## config.mk

```make
export PLATFORM = sky130hd
export DESIGN_NAME = ascon_ctrl_fsm_param
export DESIGN_NICKNAME = d
export VERILOG_FILES = /design/src/rtl/ascon_pack.sv /design/src/rtl/ascon_round_counter.sv /design/src/rtl/ascon_ctrl_fsm_param.sv
export SDC_FILE = /design/constraint.sdc
export NUM_CORES = 1
export LEC_CHECK = 0
export BUFFER_PORTS_ARGS = -buffer_cell sky130_fd_sc_hd__buf_2
export CAP_MARGIN = 20
export CORE_MARGIN = 4
export CORE_UTILIZATION = 51
export CTS_CLUSTER_SIZE = 25
export DETAILED_ROUTE_END_ITERATION = 6
export GPL_ROUTABILITY_DRIVEN = 0
export HOLD_SLACK_MARGIN = 0.08
export PLACE_DENSITY = 0.78
export SLEW_MARGIN = 20
export SYNTH_ARGS = -nofsm -noshare
export SYNTH_HDL_FRONTEND = slang
export SYNTH_SLANG_ARGS = --single-unit
```

## constraint.sdc

```tcl
create_clock -name clock_i -period 2.2 [get_ports clock_i]
set_clock_uncertainty 0.2 [all_clocks]
set_input_delay 0.11 -clock clock_i [delete_from_list [all_inputs] [get_ports clock_i]]
set_output_delay 0.11 -clock clock_i [all_outputs]
set_load 0.02 [all_outputs]
```

## src/rtl/ascon_pack.sv

```systemverilog
// Shared types and constants for the parametrised Ascon AEAD control FSM.
package ascon_pack;

    localparam int unsigned ASCON_ROUNDS_MAX = 12;
    localparam int unsigned PA_DEFAULT       = 12;
    localparam int unsigned PB_DEFAULT       = 6;
    localparam int unsigned CNT_W            = 4;

    typedef enum logic [2:0] {
        StIdle,
        StInit,
        StWaitDa,
        StDa,
        StWaitTc,
        StTc,
        StFinal,
        StDone
    } ascon_state_e;

    typedef enum logic [1:0] {
        XbNone = 2'b00,
        XbData = 2'b01,
        XbKey  = 2'b10,
        XbBoth = 2'b11
    } xor_begin_t;

    typedef enum logic [1:0] {
        XeNone   = 2'b00,
        XeKey    = 2'b01,
        XeDomain = 2'b10,
        XeBoth   = 2'b11
    } xor_end_t;

    // First round index of a phase that runs n rounds ending at index 11.
    function automatic logic [CNT_W-1:0] round_start(input int unsigned n);
        return CNT_W'(ASCON_ROUNDS_MAX - n);
    endfunction

endpackage

```

## src/rtl/ascon_round_counter.sv

```systemverilog
// Round counter: loads the first round index of a phase, steps once per cycle,
// and flags the final round (index 11).
module ascon_round_counter
    import ascon_pack::*;
(
    input  logic             clock_i,
    input  logic             resetb_i,
    input  logic             load_i,
    input  logic [CNT_W-1:0] rounds_i,
    input  logic             inc_i,
    output logic [CNT_W-1:0] cnt_o,
    output logic             last_o
);

    logic [CNT_W-1:0] cnt_d, cnt_q;

    always_comb begin
        cnt_d = cnt_q;
        if (load_i) begin
            cnt_d = round_start(int'(rounds_i));
        end else if (inc_i) begin
            cnt_d = cnt_q + CNT_W'(1);
        end
    end

    always_ff @(posedge clock_i or negedge resetb_i) begin
        if (!resetb_i) begin
            cnt_q <= '0;
        end else begin
            cnt_q <= cnt_d;
        end
    end

    assign cnt_o  = cnt_q;
    assign last_o = (cnt_q == CNT_W'(ASCON_ROUNDS_MAX - 1));

endmodule

```

## src/rtl/ascon_ctrl_fsm_param.sv

```systemverilog
// Parametrised Ascon AEAD control FSM with internal round counter and block handshake.
// Define ASCON_DECRYPT_EN to drive input_mode_o from the latched decrypt flag.
module ascon_ctrl_fsm_param
    import ascon_pack::*;
#(
    parameter int unsigned PA_ROUNDS = PA_DEFAULT,
    parameter int unsigned PB_ROUNDS = PB_DEFAULT,
    parameter int unsigned ROUND_W   = 4
) (
    input  logic               clock_i,
    input  logic               resetb_i,
    input  logic               start_i,
    input  logic               ad_empty_i,
    input  logic               decrypt_i,
    input  logic               data_valid_i,
    input  logic               last_i,
    output logic               data_ready_o,
    output logic [ROUND_W-1:0] round_o,
    output logic               init_a_o,
    output logic               init_b_o,
    output logic               en_reg_state_o,
    output logic [1:0]         bypass_xor_begin_o,
    output logic [1:0]         bypass_xor_end_o,
    output logic               en_reg_cipher_o,
    output logic               cipher_valid_o,
    output logic               en_reg_tag_o,
    output logic               input_mode_o,
    output logic               busy_o,
    output logic               end_o
);

    if (PA_ROUNDS < 1 || PA_ROUNDS > ASCON_ROUNDS_MAX) begin : g_bad_pa
        $error("PA_ROUNDS must be in 1..12");
    end
    if (PB_ROUNDS < 1 || PB_ROUNDS > ASCON_ROUNDS_MAX) begin : g_bad_pb
        $error("PB_ROUNDS must be in 1..12");
    end

    localparam logic [CNT_W-1:0] PaStart = round_start(PA_ROUNDS);
    localparam logic [CNT_W-1:0] PbStart = round_start(PB_ROUNDS);
    localparam logic [CNT_W-1:0] PaRounds = CNT_W'(PA_ROUNDS);
    localparam logic [CNT_W-1:0] PbRounds = CNT_W'(PB_ROUNDS);

    ascon_state_e state_d, state_q;
    logic         ad_empty_d, ad_empty_q;
    logic         last_blk_d, last_blk_q;
    logic         cipher_valid_d, cipher_valid_q;

    logic             cnt_load, cnt_inc, cnt_last;
    logic [CNT_W-1:0] cnt_rounds, cnt;
    logic             computing, first_pa, first_pb;
    xor_begin_t       xor_begin;
    xor_end_t         xor_end;
    logic             en_cipher;

    ascon_round_counter u_round_counter (
        .clock_i  (clock_i),
        .resetb_i (resetb_i),
        .load_i   (cnt_load),
        .rounds_i (cnt_rounds),
        .inc_i    (cnt_inc),
        .cnt_o    (cnt),
        .last_o   (cnt_last)
    );

    assign first_pa = (cnt == PaStart);
    assign first_pb = (cnt == PbStart);

    always_comb begin
        state_d        = state_q;
        ad_empty_d     = ad_empty_q;
        last_blk_d     = last_blk_q;
        cnt_load       = 1'b0;
        cnt_rounds     = PbRounds;
        cnt_inc        = 1'b0;
        computing      = 1'b0;
        data_ready_o   = 1'b0;
        init_a_o       = 1'b0;
        init_b_o       = 1'b0;
        en_reg_state_o = 1'b0;
        xor_begin      = XbNone;
        xor_end        = XeNone;
        en_cipher      = 1'b0;
        en_reg_tag_o   = 1'b0;
        end_o          = 1'b0;

        unique case (state_q)
            StIdle: begin
                if (start_i) begin
                    state_d    = StInit;
                    ad_empty_d = ad_empty_i;
                    cnt_load   = 1'b1;
                    cnt_rounds = PaRounds;
                end
            end
            StInit: begin
                computing = 1'b1;
                init_a_o  = first_pa;
                init_b_o  = !first_pa;
                if (cnt_last) begin
                    xor_end = ad_empty_q ? XeBoth : XeKey;
                    state_d = ad_empty_q ? StWaitTc : StWaitDa;
                end
            end
            StWaitDa: begin
                data_ready_o = 1'b1;
                if (data_valid_i) begin
                    state_d    = StDa;
                    last_blk_d = last_i;
                    cnt_load   = 1'b1;
                end
            end
            StDa: begin
                computing = 1'b1;
                init_b_o  = 1'b1;
                if (first_pb) xor_begin = XbData;
                if (cnt_last) begin
                    if (last_blk_q) xor_end = XeDomain;
                    state_d = last_blk_q ? StWaitTc : StWaitDa;
                end
            end
            StWaitTc: begin
                data_ready_o = 1'b1;
                if (data_valid_i) begin
                    // The last block skips its PB permutation and goes straight to finalisation.
                    state_d    = last_i ? StFinal : StTc;
                    cnt_load   = 1'b1;
                    cnt_rounds = last_i ? PaRounds : PbRounds;
                end
            end
            StTc: begin
                computing = 1'b1;
                init_b_o  = 1'b1;
                if (first_pb) begin
                    xor_begin = XbData;
                    en_cipher = 1'b1;
                end
                if (cnt_last) state_d = StWaitTc;
            end
            StFinal: begin
                computing = 1'b1;
                init_b_o  = 1'b1;
                if (first_pa) begin
                    xor_begin = XbBoth;
                    en_cipher = 1'b1;
                end
                if (cnt_last) begin
                    xor_end      = XeKey;
                    en_reg_tag_o = 1'b1;
                    state_d      = StDone;
                end
            end
            StDone: begin
                end_o   = 1'b1;
                state_d = StIdle;
            end
            default: state_d = StIdle;
        endcase

        if (computing) begin
            en_reg_state_o = 1'b1;
            cnt_inc        = !cnt_last;
        end
    end

    assign cipher_valid_d = en_cipher;

    always_ff @(posedge clock_i or negedge resetb_i) begin
        if (!resetb_i) begin
            state_q        <= StIdle;
            ad_empty_q     <= 1'b0;
            last_blk_q     <= 1'b0;
            cipher_valid_q <= 1'b0;
        end else begin
            state_q        <= state_d;
            ad_empty_q     <= ad_empty_d;
            last_blk_q     <= last_blk_d;
            cipher_valid_q <= cipher_valid_d;
        end
    end

`ifdef ASCON_DECRYPT_EN
    logic decrypt_d, decrypt_q;

    assign decrypt_d = (state_q == StIdle && start_i) ? decrypt_i : decrypt_q;

    always_ff @(posedge clock_i or negedge resetb_i) begin
        if (!resetb_i) begin
            decrypt_q <= 1'b0;
        end else begin
            decrypt_q <= decrypt_d;
        end
    end

    assign input_mode_o = decrypt_q & en_cipher;
`else
    logic unused_decrypt;
    assign unused_decrypt = decrypt_i;
    assign input_mode_o   = 1'b0;
`endif

    assign round_o            = computing ? ROUND_W'(cnt) : '0;
    assign bypass_xor_begin_o = xor_begin;
    assign bypass_xor_end_o   = xor_end;
    assign en_reg_cipher_o    = en_cipher;
    assign cipher_valid_o     = cipher_valid_q;
    assign busy_o             = (state_q != StIdle);

endmodule

```

Word-level counts from Yosys, hierarchy flattened
Cells that the tools add are included.
- $add $sub $neg: 2
- eq/ne operators: 16
- muxes and demuxes: 42
- reduce and logical (&&, ||, !) cells: 13
- operator list (kind ; number):
    3-bit 2-to-1 mux ; 9
    4-bit 2-to-1 mux ; 6
    3-bit case mux with 8 select lines ; 1
    1-bit 2-to-1 mux ; 14
    2-bit != test, second input constant ; 7
    3-bit == test, second input constant ; 4
    2-bit 2-to-1 mux ; 6
    4-bit case mux with 2 select lines ; 1
    7-bit AND reduction ; 1
    3-bit by 2-bit == test with 1-bit output, second input constant ; 2
    1-bit case mux with 2 select lines ; 3
    2-bit case mux with 3 select lines ; 1
    4-bit by 1-bit adder with 4-bit output, second input constant ; 1
    4-bit by 3-bit == test with 1-bit output, second input constant ; 1
    4-bit == test, second input constant ; 1
    4-bit zero test ; 1
    2-bit case mux with 2 select lines ; 1
    2-bit AND reduction ; 2
    2-bit OR reduction ; 2
    4-bit OR reduction ; 1
    4-bit subtractor, first input constant ; 1
    3-bit by 1-bit == test with 1-bit output, second input constant ; 1
    3-bit zero test ; 1
    3-bit nonzero test ; 1
    other kinds (3) ; 4
- register bits after elaboration: 10
- word-level logic and storage cells: 78

Depth between registers and ports, before layout
- depth in word-level cells: 6
- gate-level depth with buffers: 6
- depth with buffers taken out: 6

Hierarchy
From an unflattened synthesis, not the netlist that was laid out.
- cell total of the unflattened synthesis: 103
- area total of the unflattened synthesis: 874.6 µm²
- by module, submodules not included (module ; times used ; cells an instance ; area an instance (µm²)):
    ascon_ctrl_fsm_param ; 1 ; 77 ; 629.4
    ascon_round_counter ; 1 ; 26 ; 245.2

Worst setup path after synthesis
No wires, ideal clock.
- path type: reg2reg
- from: register state_q[0]
- to: register cipher_valid_q, in the netlist cipher_valid_o
- setup time: 185 ps
- data arrival time: 1522 ps
- data required time: 1815 ps
- path slack: 293 ps
- cell stages (with the launch flop): 6
- buffers on the path: 1
- clock period less this slack: 1907 ps
- path through: dfrtp_1 buf_2 inv_1 nand2_1 o22a_1 nor3_1
- word-level cells in the longest chain between the ends: 2
- elaborated cells on any way between the ends: 3
- classes of those cells: 2 x eq/ne; 1 x mux
- ends and longest elaborated chain (what ; line ; RTL):
    start, declared ; ascon_ctrl_fsm_param.sv:44 ; ascon_state_e state_d, state_q;
    start signal, assigned ; ascon_ctrl_fsm_param.sv:170 ; state_q <= StIdle;
    start signal, assigned ; ascon_ctrl_fsm_param.sv:175 ; state_q <= state_d;
    3-bit == test ; ascon_ctrl_fsm_param.sv:87 ; unique case (state_q)
    1-bit case mux with 2 select lines (*) ; ascon_ctrl_fsm_param.sv:87 ;
    named net en_reg_cipher_o ; ascon_ctrl_fsm_param.sv:24 ; output logic en_reg_cipher_o,
    end signal, assigned ; ascon_ctrl_fsm_param.sv:178 ; cipher_valid_q <= cipher_valid_d;
    end, declared ; ascon_ctrl_fsm_param.sv:47 ; logic cipher_valid_d, cipher_valid_q;
The timed path passes the listed nets; every way through them passes the cells marked *.
A chain may end at the register's enable or synchronous reset.

Worst setup path in the final report
- from: register u_round_counter.cnt_q[1], in the netlist u_round_counter.cnt_o[1]
- to: output init_b_o
- word-level cells in the longest chain between the ends: 3
- ends and longest elaborated chain (what ; line ; RTL):
    start, declared ; ascon_round_counter.sv:15 ; logic [CNT_W-1:0] cnt_d, cnt_q;
    start signal, assigned ; ascon_round_counter.sv:30 ; cnt_q <= cnt_d;
    4-bit zero test ; ascon_ctrl_fsm_param.sv:66 ; assign first_pa = (cnt == PaStart);
    1-bit zero test ; ascon_ctrl_fsm_param.sv:99 ; init_b_o = !first_pa;
    1-bit case mux with 2 select lines ; ascon_ctrl_fsm_param.sv:87 ;
    end, declared ; ascon_ctrl_fsm_param.sv:20 ; output logic init_b_o,
Every way passes these cells.

==> qor.txt <==
Die W: 50.4 um
P&R area growth vs syn: 23.7%
Mapped Area: 918 um2
#FFs+latches synth: 10
Reg-to-Reg End: last_blk_q
Num CTS Buffers: 3
DP HPWL: 1670 um
Total Wirelength: 2440 um
Tmin final: 2.10 ns
FMAX: 476 MHz
Comb pwr share: 62.6%
worst reg2reg setup slack: 0.23 ns
register area share after synthesis: 27.2%
Max Cap Viol: 0
CTS tree: yes
Wirelength per Cell: 14.7 um
CTS sink count: 10
post-route cell area: 0.00114 mm2
1st-iter DRT viols: 29
startpoint types: flip-flop
die area: 0.00254 mm2
syn avg cell area: 8.13 um2
Core Region: 0.00171 mm2
Starting Density: 53.8%
GR Util All Layers: 20.7%
Tcrit/Tclk final: 95.5%
vias: 948
clock share of power: 10.7%
RSZ-0062 raised after global routing: false
Antenna diodes: 0
layout cells sized above 1: 29.1%
Yosys warnings: 0
IO Pins: 25
CP Data Arrival Time: 1.79 ns
largest cells by area after synthesis: dfrtp_1, nor2_1, nand2b_1, a21oi_1, ha_1
hold depth: 4
first-pass GRT wire length: 4080 um
syn nets: 123
pin count of the biggest net entering global routing: 19
Vert. Die Dim: 50.4 um
status: completed
post-synth top area cell: dfrtp_1
Pwr Density: 1430 mW/mm2
Net Sw Frac: 49.8%
Hold EP: u_round_counter.cnt_o[2]
Leak: 0.000530 uW
Root Driver: clkbuf_4
Net Switching: 808 uW
met3 Usage GRT: 3.26%
Worst-Skew Late Latency: 0.27 ns
Int Power: 814 uW
length of the first detailed-routing pass in iterations: 4
Register-to-Register Path Depth: 5
Hold Path Origin: start_i
Antenna Nets Post-Route: 0
critical path fanouts, max: 4
GR Layer Usage met1: 26.1%
detailed-route DRC error count: 0
setup TNS: 0 ns
type of the tightest min-delay check: in2reg
met2 Use GR: 35.4%
vias per inst: 5.71
clk slew on worst S/H paths: 0.08 ns
Crit Path Class: reg2out
IO Port Bufs: 22
H-tree depth: 1
Top Usage Layer GRT: met2
CP Capture Type: primary output
worst r2r src: state_q[0]
GRT overflow: 0
Max Buffers Root-to-Sink: 2
VDD IR max: 0.855 mV
Nets: 152
required time of the critical path: 1.89 ns
post-synth top area share: 27.2%
Flop pwr share: 26.7%
Hold Violations, Final: 0
Synth cell types: 48
fin. max-slew vios: 0
row count: 15
Post-DP Area: 0.00101 mm2
antenna violations before repair: 0
Mapped Cells: 113
vias in the first global route: 910
final setup fails: 0
[placed cells by master (no fill, tap or decap), types with 2 or more instances in the layout]
master and n:
dfrtp_2 3, a31oi_1 3, buf_2 22, clkbuf_4 3, nand2b_1 7, dlygate4sd3_1 6
ha_1 3, a21o_1 2, and3b_1 2, a21oi_1 8, nor2_1 12, mux2i_1 2
buf_4 5, o22ai_1 2, o21ai_0 6, nor3_1 5, nor2b_1 2, nand2_1 4
and3_1 3, inv_1 5, dfrtp_1 7
[worst max path at each step]
stage | from | depth (start not counted) | slack (ns) | to
2_1_floorplan | state_q[0] | 5 | 0.29 | cipher_valid_o
3_3_place_gp | state_q[2] | 4 | 0.36 | u_round_counter.cnt_o[2]
3_5_place_dp | state_q[2] | 4 | 0.31 | u_round_counter.cnt_o[2]
4_1_cts | state_q[2] | 5 | 0.03 | bypass_xor_begin_o[0]
5_1_grt | state_q[0] | 5 | 0.002 | en_reg_cipher_o
6_report | u_round_counter.cnt_o[1] | 7 | 0.1 | init_b_o
[area by class of cell]
cell class	count	area [um2]
clock buffers	4	36.3
fillers	167	572
well taps	25	31.3
multi-input cells	88	584
repair buffers	33	208
inverters	6	22.5
flip-flops and latches	10	254
[cells in the mapped netlist, drive strengths merged]
library cell / instances
a2bb2oi: 1
o31a: 1
nand3b: 1
nor3: 5
or4: 1
o2111ai: 1
nand2: 4
nor4b: 1
o21ai: 7
and3: 3
nor2b: 2
mux2: 1
o22ai: 2
and3b: 2
nand2b: 7
o221ai: 1
xnor2: 1
xor2: 1
clkbuf: 2
nand4: 1
conb: 1
o21a: 1
and2b: 1
o32ai: 1
mux2i: 2
a21o: 2
nand3: 1
buf: 7
a311oi: 1
inv: 6
nor4: 2
o31ai: 1
nor2: 12
or3: 1
a31oi: 3
a211oi: 2
a22oi: 1
a21oi: 8
o22a: 1
a21boi: 1
dfrtp: 10
ha: 3
[logic make-up after synthesis]
group | synth area share [%]
fa+ha+maj | 4.09
buf+inv | 9.13
mux | 3.41
xor+xnor | 1.91
other cells | 0.408
simple gates | 27.4
compound gates | 26.4
flops | 27.2
[through the flow]
step / utilization [%] / worst slack (ns) / total power [uW] / instances / hold slack (ns)
after global placement: 59.3 / 0.357 / 1340 / 153 / -0.216
after CTS: 65.0 / 0.0343 / 1570 / 163 / 0.111
after global routing: 66.5 / 0.00215 / 1750 / 166 / 0.116
after detailed placement: 59.3 / 0.309 / 1370 / 153 / -0.209
final: 66.5 / 0.0990 / 1620 / 166 / 0.113
after floorplan: - / 0.293 / 1140 / 113 / -0.386
[timing repair]
item / 4_1_cts / 5_1_grt
buffers inserted: 0 / 3
resized for setup: 0 / 4
endpoints found under the hold margin: 14 / 0
hold buffers: 6 / 0
endpoints found under the setup margin: 0 / 9
[flip-flops by register name (all words and copies together) (netlist names)]
name,cells
u_round_counter.cnt_o,4
state_q,3
ad_empty_q,1
cipher_valid_o,1
last_blk_q,1
[routing by layer]
layer  vias up  part of all wire [%]
li1        465                     -
met1       447                    42
met2        34                    52
met3         2                   5.6
met4         0                  0.41
met5         -                     0
[power by group through the flow]
stage / Sequential [uW] / Clock (uW) / Combinational (uW)
final: 433 / 173 / 1020
after global routing: 451 / 188 / 1110
after CTS: 423 / 175 / 970
after detailed placement: 425 / 0 / 940
after global placement: 417 / 0 / 922
after floorplan: 319 / 0 / 823
[worst max-delay path: stages (launching register included)]
cell	delay, ns
dfrtp_1	0.41
inv_1	0.10
ha_1	0.15
nand2b_1	0.10
or3_1	0.35
a21oi_1	0.18
a211oi_1	0.05
buf_2	0.17
Power figures use the tool's default switching activity.
